### src/rtl/ej32_ifetch_if.sv
// Fetch-unit bus bundle: redirect input, memory read port and bytecode stream.
// Latency: none, wires only.
// Backpressure: ib_rdy stalls the byte stream; mem_gnt stalls memory requests.
//
// Ports (master = fetch unit side):
//   br_psel/br_p          redirect request and target from the branching unit
//   mem_req/mem_a         byte read request and address to the memory arbiter
//   mem_gnt/ram_d         grant from the arbiter, read data one cycle later
//   ib_vld/ib_d/ib_rdy    bytecode stream handshake towards decode
//   p                     address of the head byte (instruction pointer)
interface ej32_ifetch_if #(
   parameter int ASZ = 17
);
   logic           br_psel;
   logic [ASZ-1:0] br_p;
   logic           mem_req;
   logic [ASZ-1:0] mem_a;
   logic           mem_gnt;
   logic [7:0]     ram_d;
   logic           ib_vld;
   logic [7:0]     ib_d;
   logic           ib_rdy;
   logic [ASZ-1:0] p;

   modport master (
      input  br_psel, br_p, mem_gnt, ram_d, ib_rdy,
      output mem_req, mem_a, ib_vld, ib_d, p
   );

   modport slave (
      output br_psel, br_p, mem_gnt, ram_d, ib_rdy,
      input  mem_req, mem_a, ib_vld, ib_d, p
   );
endinterface

### src/rtl/ej32_ifetch.sv
// eJ32 instruction fetch: byte reads into a DEPTH-entry prefetch FIFO, redirectable.
// Latency: grant to ib_vld 2 cycles; redirect to first byte 3 cycles; no bypass.
// Backpressure: requests stop once buffered + in-flight bytes reach DEPTH; ib_rdy pops.
//
// Ports:
//   clk     system clock, rising edge
//   rst_n   asynchronous active-low reset
//   bus     ej32_ifetch_if master modport (redirect, memory port, byte stream, p)
module ej32_ifetch #(
   parameter int ASZ   = 17,
   parameter int DEPTH = 4
) (
   input  logic         clk,
   input  logic         rst_n,
   ej32_ifetch_if.master bus
);
   localparam int AW = $clog2(DEPTH);
   localparam int CW = AW + 1;

   logic [7:0]     r_mem [DEPTH];
   logic [AW-1:0]  r_wr;
   logic [AW-1:0]  r_rd;
   logic [CW-1:0]  r_cnt;
   logic           r_rvld;
   logic [ASZ-1:0] r_fa;
   logic [ASZ-1:0] r_p;

   logic [CW:0]    w_used;
   logic           w_req;
   logic           w_acc;
   logic           w_push;
   logic           w_pop;
   logic           w_vld;

   // Credit counts the in-flight byte as occupied, and a pop in this cycle
   // does not free a slot until next cycle, so the FIFO can never overflow.
   assign w_used = {1'b0, r_cnt} + {{CW{1'b0}}, r_rvld};
   assign w_req  = rst_n & (w_used < (CW+1)'(DEPTH));
   assign w_acc  = w_req & bus.mem_gnt;
   assign w_vld  = (r_cnt != '0);
   // A redirect discards both the returning byte and the consumer's take.
   assign w_push = r_rvld & ~bus.br_psel;
   assign w_pop  = w_vld & bus.ib_rdy & ~bus.br_psel;

   always_ff @(posedge clk or negedge rst_n) begin
      if (!rst_n) begin
         for (int i = 0; i < DEPTH; i++) r_mem[i] <= 8'h00;
         r_wr   <= '0;
         r_rd   <= '0;
         r_cnt  <= '0;
         r_rvld <= 1'b0;
         r_fa   <= '0;
         r_p    <= '0;
      end else if (bus.br_psel) begin
         // Any grant this cycle was for the old stream; never expect its data.
         r_wr   <= '0;
         r_rd   <= '0;
         r_cnt  <= '0;
         r_rvld <= 1'b0;
         r_fa   <= bus.br_p;
         r_p    <= bus.br_p;
      end else begin
         r_rvld <= w_acc;
         if (w_acc) r_fa <= r_fa + 1'b1;
         if (w_push) begin
            r_mem[r_wr] <= bus.ram_d;
            r_wr        <= r_wr + 1'b1;
         end
         if (w_pop) begin
            r_rd <= r_rd + 1'b1;
            r_p  <= r_p + 1'b1;
         end
         r_cnt <= r_cnt + CW'(w_push) - CW'(w_pop);
      end
   end

   assign bus.mem_req = w_req;
   assign bus.mem_a   = r_fa;
   assign bus.ib_vld  = w_vld;
   assign bus.ib_d    = r_mem[r_rd];
   assign bus.p       = r_p;
endmodule

### src/flat_wrapper.sv
// flat-port wrapper written by rule: the top's interface ports become plain ports
module ej32_ifetch_flat 
#(
   parameter int ASZ   = 17,
   parameter int DEPTH = 4
)
  (clk, rst_n, bus_br_psel, bus_br_p, bus_mem_gnt, bus_ram_d, bus_ib_rdy, bus_mem_req, bus_mem_a, bus_ib_vld, bus_ib_d, bus_p);
  ej32_ifetch_if #(.ASZ(ASZ)) bus_i ();
  input  logic clk;
  input  logic rst_n;
  input wire logic [$bits(bus_i.br_psel)-1:0] bus_br_psel;
  input wire logic [$bits(bus_i.br_p)-1:0] bus_br_p;
  input wire logic [$bits(bus_i.mem_gnt)-1:0] bus_mem_gnt;
  input wire logic [$bits(bus_i.ram_d)-1:0] bus_ram_d;
  input wire logic [$bits(bus_i.ib_rdy)-1:0] bus_ib_rdy;
  output wire logic [$bits(bus_i.mem_req)-1:0] bus_mem_req;
  output wire logic [$bits(bus_i.mem_a)-1:0] bus_mem_a;
  output wire logic [$bits(bus_i.ib_vld)-1:0] bus_ib_vld;
  output wire logic [$bits(bus_i.ib_d)-1:0] bus_ib_d;
  output wire logic [$bits(bus_i.p)-1:0] bus_p;
  assign bus_i.br_psel = bus_br_psel;
  assign bus_i.br_p = bus_br_p;
  assign bus_i.mem_gnt = bus_mem_gnt;
  assign bus_i.ram_d = bus_ram_d;
  assign bus_i.ib_rdy = bus_ib_rdy;
  assign bus_mem_req = bus_i.mem_req;
  assign bus_mem_a = bus_i.mem_a;
  assign bus_ib_vld = bus_i.ib_vld;
  assign bus_ib_d = bus_i.ib_d;
  assign bus_p = bus_i.p;
  ej32_ifetch #(.ASZ(ASZ), .DEPTH(DEPTH)) u_core (.clk(clk), .rst_n(rst_n), .bus(bus_i));
endmodule
### config.mk
export PLATFORM = sky130hd
export DESIGN_NAME = ej32_ifetch_flat
export DESIGN_NICKNAME = d
export VERILOG_FILES = /design/src/rtl/ej32_ifetch_if.sv /design/src/rtl/ej32_ifetch.sv /design/src/flat_wrapper.sv
export SDC_FILE = /design/constraint.sdc
export NUM_CORES = 1
export LEC_CHECK = 0
export ABC_AREA = 0
export CORE_MARGIN = 2
export CORE_UTILIZATION = 35
export CTS_BUF_LIST = sky130_fd_sc_hd__clkbuf_2
export CTS_CLUSTER_SIZE = 8
export DETAILED_ROUTE_END_ITERATION = 7
export GPL_ROUTABILITY_DRIVEN = 0
export PLACE_DENSITY_LB_ADDON = 0.2
export REMOVE_ABC_BUFFERS = 1
export SLEW_MARGIN = 20
export SYNTH_ARGS = -nofsm -noshare
export SYNTH_HDL_FRONTEND = slang
export SYNTH_SLANG_ARGS = --single-unit
export TNS_END_PERCENT = 5
### constraint.sdc
create_clock -name clk -period 2.9 [get_ports clk]
set_input_delay 0.58 -clock clk [delete_from_list [all_inputs] [get_ports clk]]
set_output_delay 0.58 -clock clk [all_outputs]
set_load 0.01 [all_outputs]
==> results of run 1 <==
==> layout make-up <==
cell class	instances	area [sq um]	share of cell area, %
clock buffer	9	45.0	0.921
clock inverter	7	76.3	1.56
inverter	9	33.8	0.691
multi-input combinational	252	1880	38.5
sequential	74	1860	38.0
tap	140	175	3.58
timing repair buffer	85	820	16.8
==> through the flow <==
step	area [sq um]	hold slack (ps)	cells	setup WS (ps)	power, mW
5_1_grt	4890	355	576	9.84	3.03
3_3_place_gp	4730	410	555	418	2.23
2_1_floorplan	3770	284	335	756	1.78
3_5_place_dp	4730	410	555	385	2.25
6_report	4890	433	576	163	2.85
4_1_cts	4890	371	576	58.1	2.89
==> per-layer routing <==
layer  part of all wire (%)  vias up  wire length, microns
met2                     48       74                  4750
met5                      0        -                     0
met4                    1.0        0                   101
li1                       -     1476                     -
met3                    4.4        8                   434
met1                     46     1511                  4560
==> cell families (layout without fill, tap and decap cells) <==
group / count (synthesis) / after routing / share of synthesized area [%]
flops: 74 / 74 / 48.1
fa+ha+maj: 10 / 10 / 3.45
mux: 41 / 41 / 14.3
xor+xnor: 12 / 12 / 2.73
buf+inv: 27 / 110 / 2.86
compound gates: 58 / 58 / 10.2
simple gates: 131 / 131 / 18.3
==> worst min path at each step <==
stage	cells past startpoint	to	startpoint	slack [ps]
floorplan	0	u_core.bus.mem_a[0]	rst_n	280
global placement	1	u_core.bus.mem_a[0]	rst_n	410
detailed placement	1	u_core.bus.mem_a[2]	rst_n	410
CTS	2	u_core.bus.mem_a[2]	rst_n	370
global route	2	u_core.bus.mem_a[2]	rst_n	360
finish	2	u_core.bus.mem_a[2]	rst_n	430
==> report_power, final <==
part / internal (mW) / leakage [nW] / switching [mW]
combinational: 0.533 / 1.03 / 0.393
sequential: 1.17 / 0.914 / 0.159
clock: 0.204 / 0.0689 / 0.394
==> critical path, cell delays in order, from the launching register on <==
cell             delay, ps
dfrtp_4                590
mux4_2                 550
clkdlybuf4s50_1        490
==> state kept, by name (all words and copies together), names as in the netlist <==
register and flops:
u_core.bus.mem_a 17, u_core.bus.p 17, u_core.r_cnt 3, u_core.r_mem 32
u_core.r_rd 2, u_core.r_rvld 1, u_core.r_wr 2
==> cell usage after synthesis, drive strengths merged (2+ instances only) <==
cell    number  share of area, %
o31ai        9               1.8
a31oi       15               2.4
xnor2        7               1.6
nand4       14               2.3
nand2b       3              0.49
dfrtp       74                48
inv          9              0.88
nor4         7               1.1
and2         5              0.81
mux4         8               4.7
nand3       12               1.6
a21oi        9               1.2
a211oi       2              0.39
nor3b        2              0.39
nor3         6              0.78
or4         10               2.0
or2          2              0.33
xor2         5               1.1
buf          4              0.62
and3         8               1.3
nand2       21               2.0
o311a        2              0.52
o31a         7               1.6
mux2        32               9.4
nor2b        3              0.49
o21ai        8               1.0
ha           9               2.9
clkbuf      14               1.4
or3          8               1.3
nor2        27               2.6
==> timing repair <==
item                                    CTS  global route
gates resized for setup                   4             1
buffers inserted                          4             0
pin swaps                                 1             0
endpoints found under the setup margin    9             5
hold buffers                              1             0
endpoints found under the hold margin     4             0
==> flow_metrics.tcl, run 1 <==
set metrics [dict create \
    max_slew_margin_pct 40.1 \
    gr-usage-met1_pct 23.3 \
    maximum_level_of_the_cts_h_tree 3 \
    leakage_power_nw 2.02 \
    max_cap_viol_count 0 \
    endpoint_kind "primary output" \
    die_area_sq_um 11800 \
    groute.usage.overall_pct 17.6 \
    placement.io_buffers 73 \
    syn_area_sq_um 3850 \
    tritoncts "yes" \
    die_width_microns 109 \
    io-pin-count 74 \
    yosysUniqueCellTypes 43 \
    synth_async_sr_flop_share_pct 100 \
    clkTransAtPathRegs_ps 230 \
    ys.flop_type "dfrtp_1" \
    globalRouteOverflowTotal 0 \
    timing.rr.end "u_core.r_cnt[2]" \
    worst_ep_arrival_time_ps 2160 \
    nets_finish 471 \
    final.setup.tns_ps 0 \
    clock_tree.buffer_depth 2 \
    antenna_violating_nets_post_route 0 \
    post-dp-hpwl_mm 6.96 \
    cellPowerDensity_nw_per_um2 583 \
    remaining_drc_errors 0 \
    path_max_fanout 9 \
    r2r_cells 12 \
    synth_enable_flop_cells 0 \
    synth_seq_area_share_pct 48.1 \
    setup.worst_path.start_class "flip-flop" \
    cts-root-buf "clkbuf_2" \
    max_slew.worst_pin.slew_ps 899 \
    avgViaCountPerCell 5.33 \
    rsz0062_at_grt "no" \
    grt_max_degree 72 \
    cts.sinks 74 \
    fp-row-count 38 \
    worstSetupStartpoint "u_core.r_rd[0]" \
    cts_made_buffers 9 \
    postSynthAreaPerCell_sq_um 10.9 \
    layout_common_cells "clkdlybuf4s50_1, dfrtp_1, mux2_2" \
    clock.fmax_mhz 365 \
    detail_route.wl_per_cell_microns 17.1 \
    drt_first_pass_iters 4 \
    synth.yosys.warnings 0 \
    syn_inst 353 \
    detail_route.iter0.violations 153 \
    grt_busiest_layer "met2" \
    worst_case_vdd_ir_drop_mv 0.275 \
    crit_type "flip-flop to primary output" \
    first_global_vias 3117 \
    grt_pass1_wl_mm 15.8 \
    post-route-util_pct 45.3 \
    endpoint "bus_ib_d[0]" \
    layout-area-overhead-vs-synth_pct 27.2 \
    detailroute.via_count 3069 \
    yosys_register_bits 74 \
    n_fill_cell 1022 \
    initial_utilization_pct 35.6 \
    final_layout_size_suffix_gt1_share_pct 17.0 \
    worst_skew_pair.late_latency_ps 520 \
    global_route.usage.met3_pct 4.90 \
    finalCritPeriodShare_pct 94.4 \
    slew_viol_final 0 \
    wirelength_mm 9.85 \
    finalSetupViolations 0 \
    timing.clock.skew_ps 29.1 \
    placeableCoreArea_sq_um 10800 \
    final.min_clock_period_ps 2740 \
    status "completed" \
    diodes 0 \
    groute.layer.met2.usage_pct 28.4 \
    die_boundary_height_microns 109 \
    grt_antenna_before_repair 0 \
    path_category_of_the_worst_min_delay_check "primary input to async pin" \
    crit_required_ps 2320 \
    timing.final.hold_violations 0 \
    setup.reg_to_reg.worst_slack_ps 430 \
    r2r_start "u_core.r_cnt[1]" \
]
Note: power is estimated with default switching activity, not from simulation.
==> run 2, diff against run 1 <==
- GPL_TIMING_DRIVEN: not set -> 1
- clock period: 2.9 -> 2.3 ns (I/O delays scaled with it)
==> run 2 against run 1 <==
Sequential power rose by 23%. Utilization rose by 2.2 points. Register-to-register slack got worse by 430 ps. Wire length rose by 1.5%. Sequential cell count did not move. Clock power rose by 27%. Cell count rose by 4.2%. Die area did not move. Critical endpoint is now bus_mem_req. Critical path depth rose by 3. Critical path type unchanged. Largest power group unchanged. The flow now finishes with violations (setup timing).
==> flow_metrics.tcl, run 2 (same netlist as run 1, synthesis figures left out) <==
set metrics [dict create \
    combPwrFrac_pct 34.9 \
    path_max_fanout 3 \
    post-dp-hpwl_mm 7.07 \
    detail_route.iter0.violations 196 \
    clkTransAtPathRegs_ps 220 \
    diodes 0 \
    area.sequential_sq_um 1850 \
    fp-row-count 38 \
    leakage_power_nw 2.17 \
    maximum_level_of_the_cts_h_tree 3 \
    die_width_microns 109 \
    grt_busiest_layer "met2" \
    cellPowerDensity_nw_per_um2 718 \
    clock_tree.buffer_depth 2 \
    detail_route.wl_per_cell_microns 16.7 \
    cellInternalPower_mw 2.47 \
    clock.fmax_mhz 423 \
    path_category_of_the_worst_min_delay_check "primary input to async pin" \
    register_with_the_highest_flop_count "u_core.r_mem" \
    first_global_vias 3266 \
    remaining_drc_errors 0 \
    final_layout_size_suffix_gt1_share_pct 24.3 \
    crit_slowest_cell "dfrtp_1" \
    final.min_clock_period_ps 2360 \
    setup_ws_ps -62.8 \
    failed_checks "setup timing" \
    io-pin-count 74 \
    placeableCoreArea_sq_um 10800 \
    cts.sinks 74 \
    crit_type "flip-flop to primary output" \
    largest_reg_flops 32 \
    groute.layer.met2.usage_pct 29.4 \
    globalRouteOverflowTotal 0 \
    groute.usage.overall_pct 18.2 \
    crit_required_ps 1840 \
    cts-root-buf "clkbuf_2" \
    detailroute.via_count 3171 \
    gr-usage-met1_pct 24.1 \
    slew_viol_final 0 \
    global_route.usage.met3_pct 4.48 \
    worst_case_vdd_ir_drop_mv 0.351 \
    antenna_violating_nets_post_route 0 \
    max_slew.worst_pin.slew_ps 839 \
    grt_max_degree 65 \
    cts_made_buffers 9 \
    n_fill_cell 1048 \
    layout_common_cells "dfrtp_1, clkdlybuf4s50_1, mux2_2" \
    layout-area-overhead-vs-synth_pct 33.5 \
    multiInputGateArea_sq_um 1920 \
    die_boundary_height_microns 109 \
    grt_pass1_wl_mm 16.4 \
    rsz0062_at_grt "yes" \
    worst_ep_arrival_time_ps 1900 \
    timing.clock.skew_ps 32.6 \
    timing.critical_path.slowest_cell_delay_ps 470 \
    grt_antenna_before_repair 0 \
    setup.worst_path.start_class "flip-flop" \
    stdcell_count 600 \
    finalSetupViolations 2 \
    status "finished, violations left" \
    initial_utilization_pct 35.6 \
    tritoncts "yes" \
    seqPwrFrac_pct 44.5 \
    drt_first_pass_iters 6 \
    avgViaCountPerCell 5.29 \
    post_dp_cell_area_sq_um 4870 \
    layout.cells.most_common "dfrtp_1" \
    endpoint_kind "primary output" \
    placement.io_buffers 73 \
    worst_skew_pair.late_latency_ps 530 \
    placed_cells 571 \
    max_cap_viol_count 0 \
    clock_power_share_pct 20.5 \
    final.setup.tns_ps -64.1 \
    max_slew_margin_pct 44.1 \
    nets_finish 495 \
    post-route-cell-area_sq_um 5130 \
    finalCritPeriodShare_pct 103 \
    power.switching_mw 1.22 \
    timing.final.hold_violations 0 \
    path_cells "ha_2, or3_4, o211ai_1, and2_1, buf_2" \
    die_area_sq_um 11800 \
    wirelength_mm 10.0 \
    net_switching_share_of_the_total_power_pct 33.1 \
]
-- run 2: cell types whose count changed in the layout (fill, tap and decap cells not counted), sizes merged --
cell / before / now
buf: 12 / 45
clkdlybuf4s50: 71 / 62
clkbuf: 9 / 10
clkinv: 2 / 3
dlygate4sd2: 1 / 0
inv: 11 / 10
-- run 2: what timing repair did --
action                                  CTS  global route
hold buffers                              1             0
endpoints found under the setup margin   10            16
pin swaps                                 5             6
hold endpoints to repair                 10             0
setup buffers                            12             1
gates resized for setup                  45            15
-- run 2: worst paths after layout --
check,depth (start not counted),slack (ps),startpoint,to
worst min-delay path,2,350,rst_n,u_core.bus.mem_a[8]
min in group clk,1,530,u_core.r_mem[14],u_core.r_mem[14]
worst max register to register,11,0,u_core.r_cnt[1],u_core.r_cnt[2]
max in group asynchronous,4,700,rst_n,u_core.bus.p[2]
worst max-delay path,5,-60,u_core.r_cnt[1],bus_mem_req
worst min register to register,1,530,u_core.r_mem[14],u_core.r_mem[14]
-- run 2: area by class of cell --
type	count	area share [%]
Clock inverter	7	1.54
Inverter	9	0.658
Timing Repair Buffer	109	20.0
Clock buffer	9	0.877
Sequential cell	74	36.1
Tap cell	140	3.41
Multi-Input combinational cell	252	37.4
-- run 2: per-layer routing --
layer / part of all wire [%] / vias to the layer above
li1: - / 1525
met1: 46 / 1551
met2: 48 / 86
met3: 4.8 / 9
met4: 1.1 / 0
met5: 0 / -
-- run 2: worst max-delay path, delay by kind of cell (launching register included) --
family          cells  cell delay [ps]
flops               1              470
fa+ha+maj           1              210
compound gates      1              110
buf+inv             1              120
simple gates        2              490
-- run 2: power by group through the flow --
stage                     combinational, mW  clock (mW)  sequential (mW)
after floorplan                       0.570           0             1.68
after global placement                 1.21           0             1.67
after detailed placement               1.22           0             1.67
after CTS                              1.25       0.794             1.64
after global routing                   1.41       0.840             1.67
final                                  1.29       0.757             1.64
-- run 2: through the flow --
stage | setup slack (ps) | hold slack [ps] | total power, mW | util [%]
after floorplan | 156 | 164 | 2.25 | -
after global placement | 47.8 | 287 | 2.88 | 45.1
after detailed placement | 40.3 | 288 | 2.89 | 45.1
after CTS | -132 | 271 | 3.68 | 47.1
after global routing | -227 | 274 | 3.93 | 47.6
final | -62.8 | 352 | 3.68 | 47.6
==> RTL edit 1: new RTL, flow settings as in run 2 <==
`ASZ` is set to 17 in 3 places; all go to 34.
--- a/src/rtl/ej32_ifetch_if.sv
+++ b/src/rtl/ej32_ifetch_if.sv
@@ -11,3 +11,3 @@
 interface ej32_ifetch_if #(
-   parameter int ASZ = 17
+   parameter int ASZ = 34
 );
--- a/src/rtl/ej32_ifetch.sv
+++ b/src/rtl/ej32_ifetch.sv
@@ -9,3 +9,3 @@
 module ej32_ifetch #(
-   parameter int ASZ   = 17,
+   parameter int ASZ   = 34,
    parameter int DEPTH = 4
--- a/src/flat_wrapper.sv
+++ b/src/flat_wrapper.sv
@@ -3,3 +3,3 @@
 #(
-   parameter int ASZ   = 17,
+   parameter int ASZ   = 34,
    parameter int DEPTH = 4
Interface: changed (resized bus_br_p, bus_mem_a and bus_p); port bits go from 74 to 125. No check against the original RTL was run, so the function may have changed too.
==> RTL edit 1 against run 2 <==
Sequential cell count up 34. Total power up 42%. Setup slack worse by 0.11 ns. Sequential power up 47%. First-iteration DRC count up 26%. The flow still finishes with violations (setup timing). Synthesized area up 51%. Critical path type is now reg -> reg. Final area up 53%. Routed wire length up 76%. Largest power group unchanged. Clock power up 30%. Critical endpoint is now u_core.bus.mem_a[19]. Largest cell class unchanged.
==> RTL edit 1: results (changes against run 2) <==
| Metric | Value |
|---|---|
| Outcome | complete, but fails checks |
| Failing checks | setup timing |
| CP max stage delay | 0.53 ns (+0.06 ns) |
| Initial DRC count | 246 (+26%) |
| Final worst slack | -0.1697 ns (-0.1069 ns) |
| Reg2reg path depth | 7 (-4) |
| M1 wire length | 8002 um (+73%) |
| DP Wirelength | 13070 um (+85%) |
| Mean Syn Cell Area | 10.90 um^2 (about the same) |
| CP max-delay cell | or4_4 |
| Post-Route Skew | 0.04179 ns (+0.009235 ns) |
| Met2 WL | 7888 um (+64%) |
| Met2 usage | 30.69% (+1.3 points) |
| Grt met1 use | 28.19% (+4.1 points) |
| Combinational gate power | 1.85 mW (+43%) |
| Largest net degree at the start of global routing | 102 (+57%) |
| Synth area leaders | dfrtp_1 46%, mux2_2 11%, xnor2_1 3.6%, xor2_1 3.2%, mux4_2 3.1% |
| P_sw | 1.775 mW (+46%) |
| Vias per cell | 5.422 (+2.6%) |
| Clock Power | 0.987 mW (+30%) |
| I/O Buffers | 124 (+70%) |
| Arrival @ worst endpoint | 3.06 ns (+1.16 ns) |
| Worst-Margin Slew | 0.5936 ns (-0.2452 ns) |
| Leak | 3.166 nW (+46%) |
| Clk_lat worst skew | 0.66 ns (+0.13 ns) |
| Setup-failing EPs final | 20 (+18) |
| Via count | 4972 (+57%) |
## RTL edit 1: cell types whose count changed in the layout (fill, tap and decap cells not counted), sizes merged, moves of 6 or more
cell and change:
nand4 +13, and3 +6, clkdlybuf4s50 +51, buf +12
mux2 +25, a21boi +7, and4 +8, xor2 +16
nand2 +10, nor4 +8, xnor2 +17, nand3 +13
dfrtp +34
## RTL edit 1: worst reg2reg max path, delay by kind of cell (launching register included)
kind	cells	cell delay (ns)
AO/OA/AOI/OAI	2	0.32
adder cells (fa/ha/maj)	1	0.19
buffers and inverters	1	0.17
flip-flops	1	0.47
AND/OR/NAND/NOR	3	1.28
## RTL edit 1: area by class of cell
type	count	area, um^2
fillers	1498	8556
multi-input cells	391	3042
flip-flops and latches	108	2713
clock inverters	7	81.33
diodes	1	2.502
repair buffers	171	1655
well taps	220	275.3
inverters	10	37.54
clock buffers	9	45.04
## RTL edit 1: logic make-up (layout without fill, tap and decap cells)
| group | count (synthesis) | after routing | share of synthesized area, % |
|---|---|---|---|
| buffers and inverters | 35 | 197 | 2.407 |
| AND/OR/NAND/NOR | 197 | 197 | 18.74 |
| multiplexers | 70 | 70 | 14.98 |
| adder cells (fa/ha/maj) | 10 | 10 | 2.278 |
| XOR/XNOR | 45 | 45 | 6.770 |
| other | 0 | 1 | 0 |
| AO/OA/AOI/OAI | 69 | 69 | 8.403 |
| flip-flops | 108 | 108 | 46.42 |
## RTL edit 1: stage by stage
| stage | worst slack (ns) | TNS, ns | utilization, % | cell area (um^2) |
|---|---|---|---|---|
| 6_report | -0.1697 | -1.525 | 47.85 | 7851 |
| 5_1_grt | -0.2345 | -3.141 | 47.85 | 7851 |
| 4_1_cts | -0.2091 | -1.934 | 47.56 | 7802 |
| 3_5_place_dp | -0.2105 | -1.378 | 46.40 | 7614 |
| 3_3_place_gp | -0.1014 | -0.6520 | 46.40 | 7614 |
| 2_1_floorplan | -0.2059 | -1.265 | - | 5719 |
## RTL edit 1: worst paths after layout
| kind | from | slack (ns) | to |
|---|---|---|---|
| setup / recovery | u_core.r_cnt[2] | -0.17 | u_core.bus.mem_a[19] |
| hold / removal | rst_n | 0.12 | u_core.bus.p[33] |
| setup reg to reg | u_core.r_cnt[2] | -0.17 | u_core.bus.mem_a[19] |
| hold reg to reg | u_core.r_mem[24] | 0.54 | u_core.r_mem[24] |
| max in group asynchronous | rst_n | 1.36 | u_core.bus.p[14] |
| min in group clk | bus_br_p[3] | 0.34 | u_core.bus.mem_a[3] |
## RTL edit 1: what timing repair did
| item | CTS | global route |
|---|---|---|
| setup buffers | 2 | 0 |
| endpoints found under the hold margin | 108 | 0 |
| pin swaps | 3 | 5 |
| hold buffers | 1 | 0 |
| resized for setup | 58 | 13 |
| setup endpoints to repair | 24 | 32 |
==> RTL edit 2: new RTL, config.mk and constraints of run 2 <==
Made on the original files. Reset style: synchronous (`rst_n`), changed in one clocked block. Comments in the files are not updated.
--- a/src/rtl/ej32_ifetch.sv
+++ b/src/rtl/ej32_ifetch.sv
@@ -44,3 +44,3 @@
 
-   always_ff @(posedge clk or negedge rst_n) begin
+   always_ff @(posedge clk) begin
       if (!rst_n) begin
Formal check against the unedited RTL: differs if rst_n is asserted again (counterexample within 4 cycles, from zero or initial values and one cycle with rst_n low); with rst_n held inactive, the same outputs for 4 cycles.
==> RTL edit 2 against run 2 <==
Sequential cell count rose by 2. Routed wire length rose by 0.61%. Hold slack improved by 0.19 ns. Setup slack improved by 0.096 ns. Core utilization rose by 0.069 points. Final area fell by 5.1%. Synthesized area fell by 5.2%. Critical endpoint unchanged.
Power is not compared: it rests on default switching activity, and its combinational part moved more than twofold at a synthesized area within 25%.
==> RTL edit 2: results (changes against run 2) <==
| Metric | Value |
|---|---|
| Outcome | finished, final reports clean |
| Post-Route Skew | 0.02522 ns (-0.007334 ns) |
| Worst-Margin Slew | 0.7981 ns (-0.04071 ns) |
| EDFF count, synth | 32 (+32) |
| Synth cell types | 51 (+19%) |
| R2R setup slack | 0.09 ns (+0.09 ns) |
| Largest net degree at the start of global routing | 24 (-63%) |
| Cells after Synth | 358 (+1.4%) |
| GRT Resource Usage Total | 18.91% (+0.72 points) |
| Post-Layout Cell Count | 604 (+0.67%) |
| Pre-antenna DRT Iters | 4 (-2) |
| Setup bufs post-CTS | 0 (-12) |
| Post-layout min period | 2.267 ns (-0.09601 ns) |
| Ys async rst share | 0% (-100 points) |
| Synth Area in XOR/XNOR | 4.322% (+1.6 points) |
| CTS clk-pin slew, worst paths | 0.25 ns (+0.03 ns) |
| Global-route wire length before repair | 16420 um (about the same) |
| Vias per cell | 5.298 (+0.25%) |
| Adder-cell share of the synthesized area | 2.264% (-1.2 points) |
| WL final | 10070 um (+0.61%) |
| Worst r2r dst | u_core.r_cnt[2] |
| I/O Buffers | 73 (unchanged) |
| Clk_lat worst skew | 0.56 ns (+0.03 ns) |
| Reg2reg path depth | 12 (+1) |
| Fillers | 980 (-6.5%) |
| Synth cell count leaders | 44 x dfxtp_1, 38 x nor2_1, 32 x edfxtp_1 |
| Min-Delay Path Class | reg -> reg |
| # nets final | 499 (+0.81%) |
| Crit Path Max Fanout | 2 (-1) |
| Layout cells sized above 1 | 17.52% (-6.8 points) |
| Multiplexer share of the synthesized area | 5.214% (-9.1 points) |
| Util after Layout | 47.65% (+0.069 points) |
| Worst reg2reg path startpoint | u_core.r_cnt[2] |
| Arrival @ worst endpoint | 1.81 ns (-0.09 ns) |
| CP max-delay cell | dfxtp_2 |
| DP Worst Slack | -0.05429 ns (-0.09460 ns) |
| Post-synthesis sequential area ratio | 50.50% (+2.4 points) |
| Critical Path Start | u_core.r_cnt[1] |
| Vias in the first global route | 3184 (-2.5%) |
| DP Wirelength | 7412 um (+4.9%) |
| Placed insts | 588 (+3.0%) |
| Initial DRC count | 144 (-27%) |
| Compound-Gate Fraction of Synth Area | 14.68% (+4.4 points) |
| DP Area | 4771 um^2 (-2.1%) |
| Synth area leaders | edfxtp_1 26%, dfxtp_1 24%, mux4_2 4.9%, nor2_1 3.9%, o21ai_0 3.4% |
| Most flops, register | u_core.r_mem |
| CP max stage delay | 0.38 ns (-0.09 ns) |
## RTL edit 2: worst min path at each step
stage                           end  slack [ns]  depth (start not counted)
2_1_floorplan                  flop        0.48                          2
3_3_place_gp                   flop        0.51                          2
3_5_place_dp   u_core.bus.mem_a[14]        0.51                          2
4_1_cts        u_core.bus.mem_a[12]        0.51                          3
5_1_grt          u_core.r_mem[2][7]        0.53                          2
6_report       u_core.bus.mem_a[14]        0.54                          2
## RTL edit 2: cells by family after synthesis
group	after synthesis
buffers and inverters	36
AND/OR/NAND/NOR	131
multiplexers	9
flip-flops	76
adder cells (fa/ha/maj)	6
XOR/XNOR	18
AO/OA/AOI/OAI	82
## RTL edit 2: repair_timing
action,in CTS,in global routing
endpoints found under the hold margin,0,0
resized for setup,41,6
endpoints found under the setup margin,10,10
pin swaps,3,1
## RTL edit 2: area by class of cell
cell class	instances	share of cell area, %
flip-flops and latches	76	37.88
multi-input cells	246	34.29
repair buffers	109	20.23
well taps	136	3.491
inverters	21	1.617
clock inverters	7	1.566
clock buffers	9	0.9240
## RTL edit 2: layer usage
layer | vias up | share of wire, % | wire length, um | track usage, %
met4 | 0 | 1.8 | 183 | 7.143
met3 | 16 | 5.4 | 541 | 3.801
met5 | - | 0 | 0 | 0
li1 | 1557 | - | - | -
met1 | 1533 | 48 | 4827 | 26.27
met2 | 94 | 45 | 4514 | 29.12
## RTL edit 2: power by group
group / total [mW] / switching [mW] / leakage [nW] / internal, mW
Combinational: 0.376 / 0.169 / 1.07 / 0.207
Clock: 0.779 / 0.589 / 0.0760 / 0.190
Sequential: 1.53 / 0.0617 / 0.701 / 1.47
Total: 2.68 / 0.819 / 1.85 / 1.87
## RTL edit 2: critical path, delay by kind of cell (launching register included)
| family | cells | cell delay (ns) |
|---|---|---|
| and+or+nand+nor | 1 | 0.13 |
| AOI/OAI and AO/OA | 2 | 0.41 |
| adders and majority gates | 1 | 0.18 |
| DFF | 1 | 0.38 |
| buffers and inverters | 1 | 0.15 |
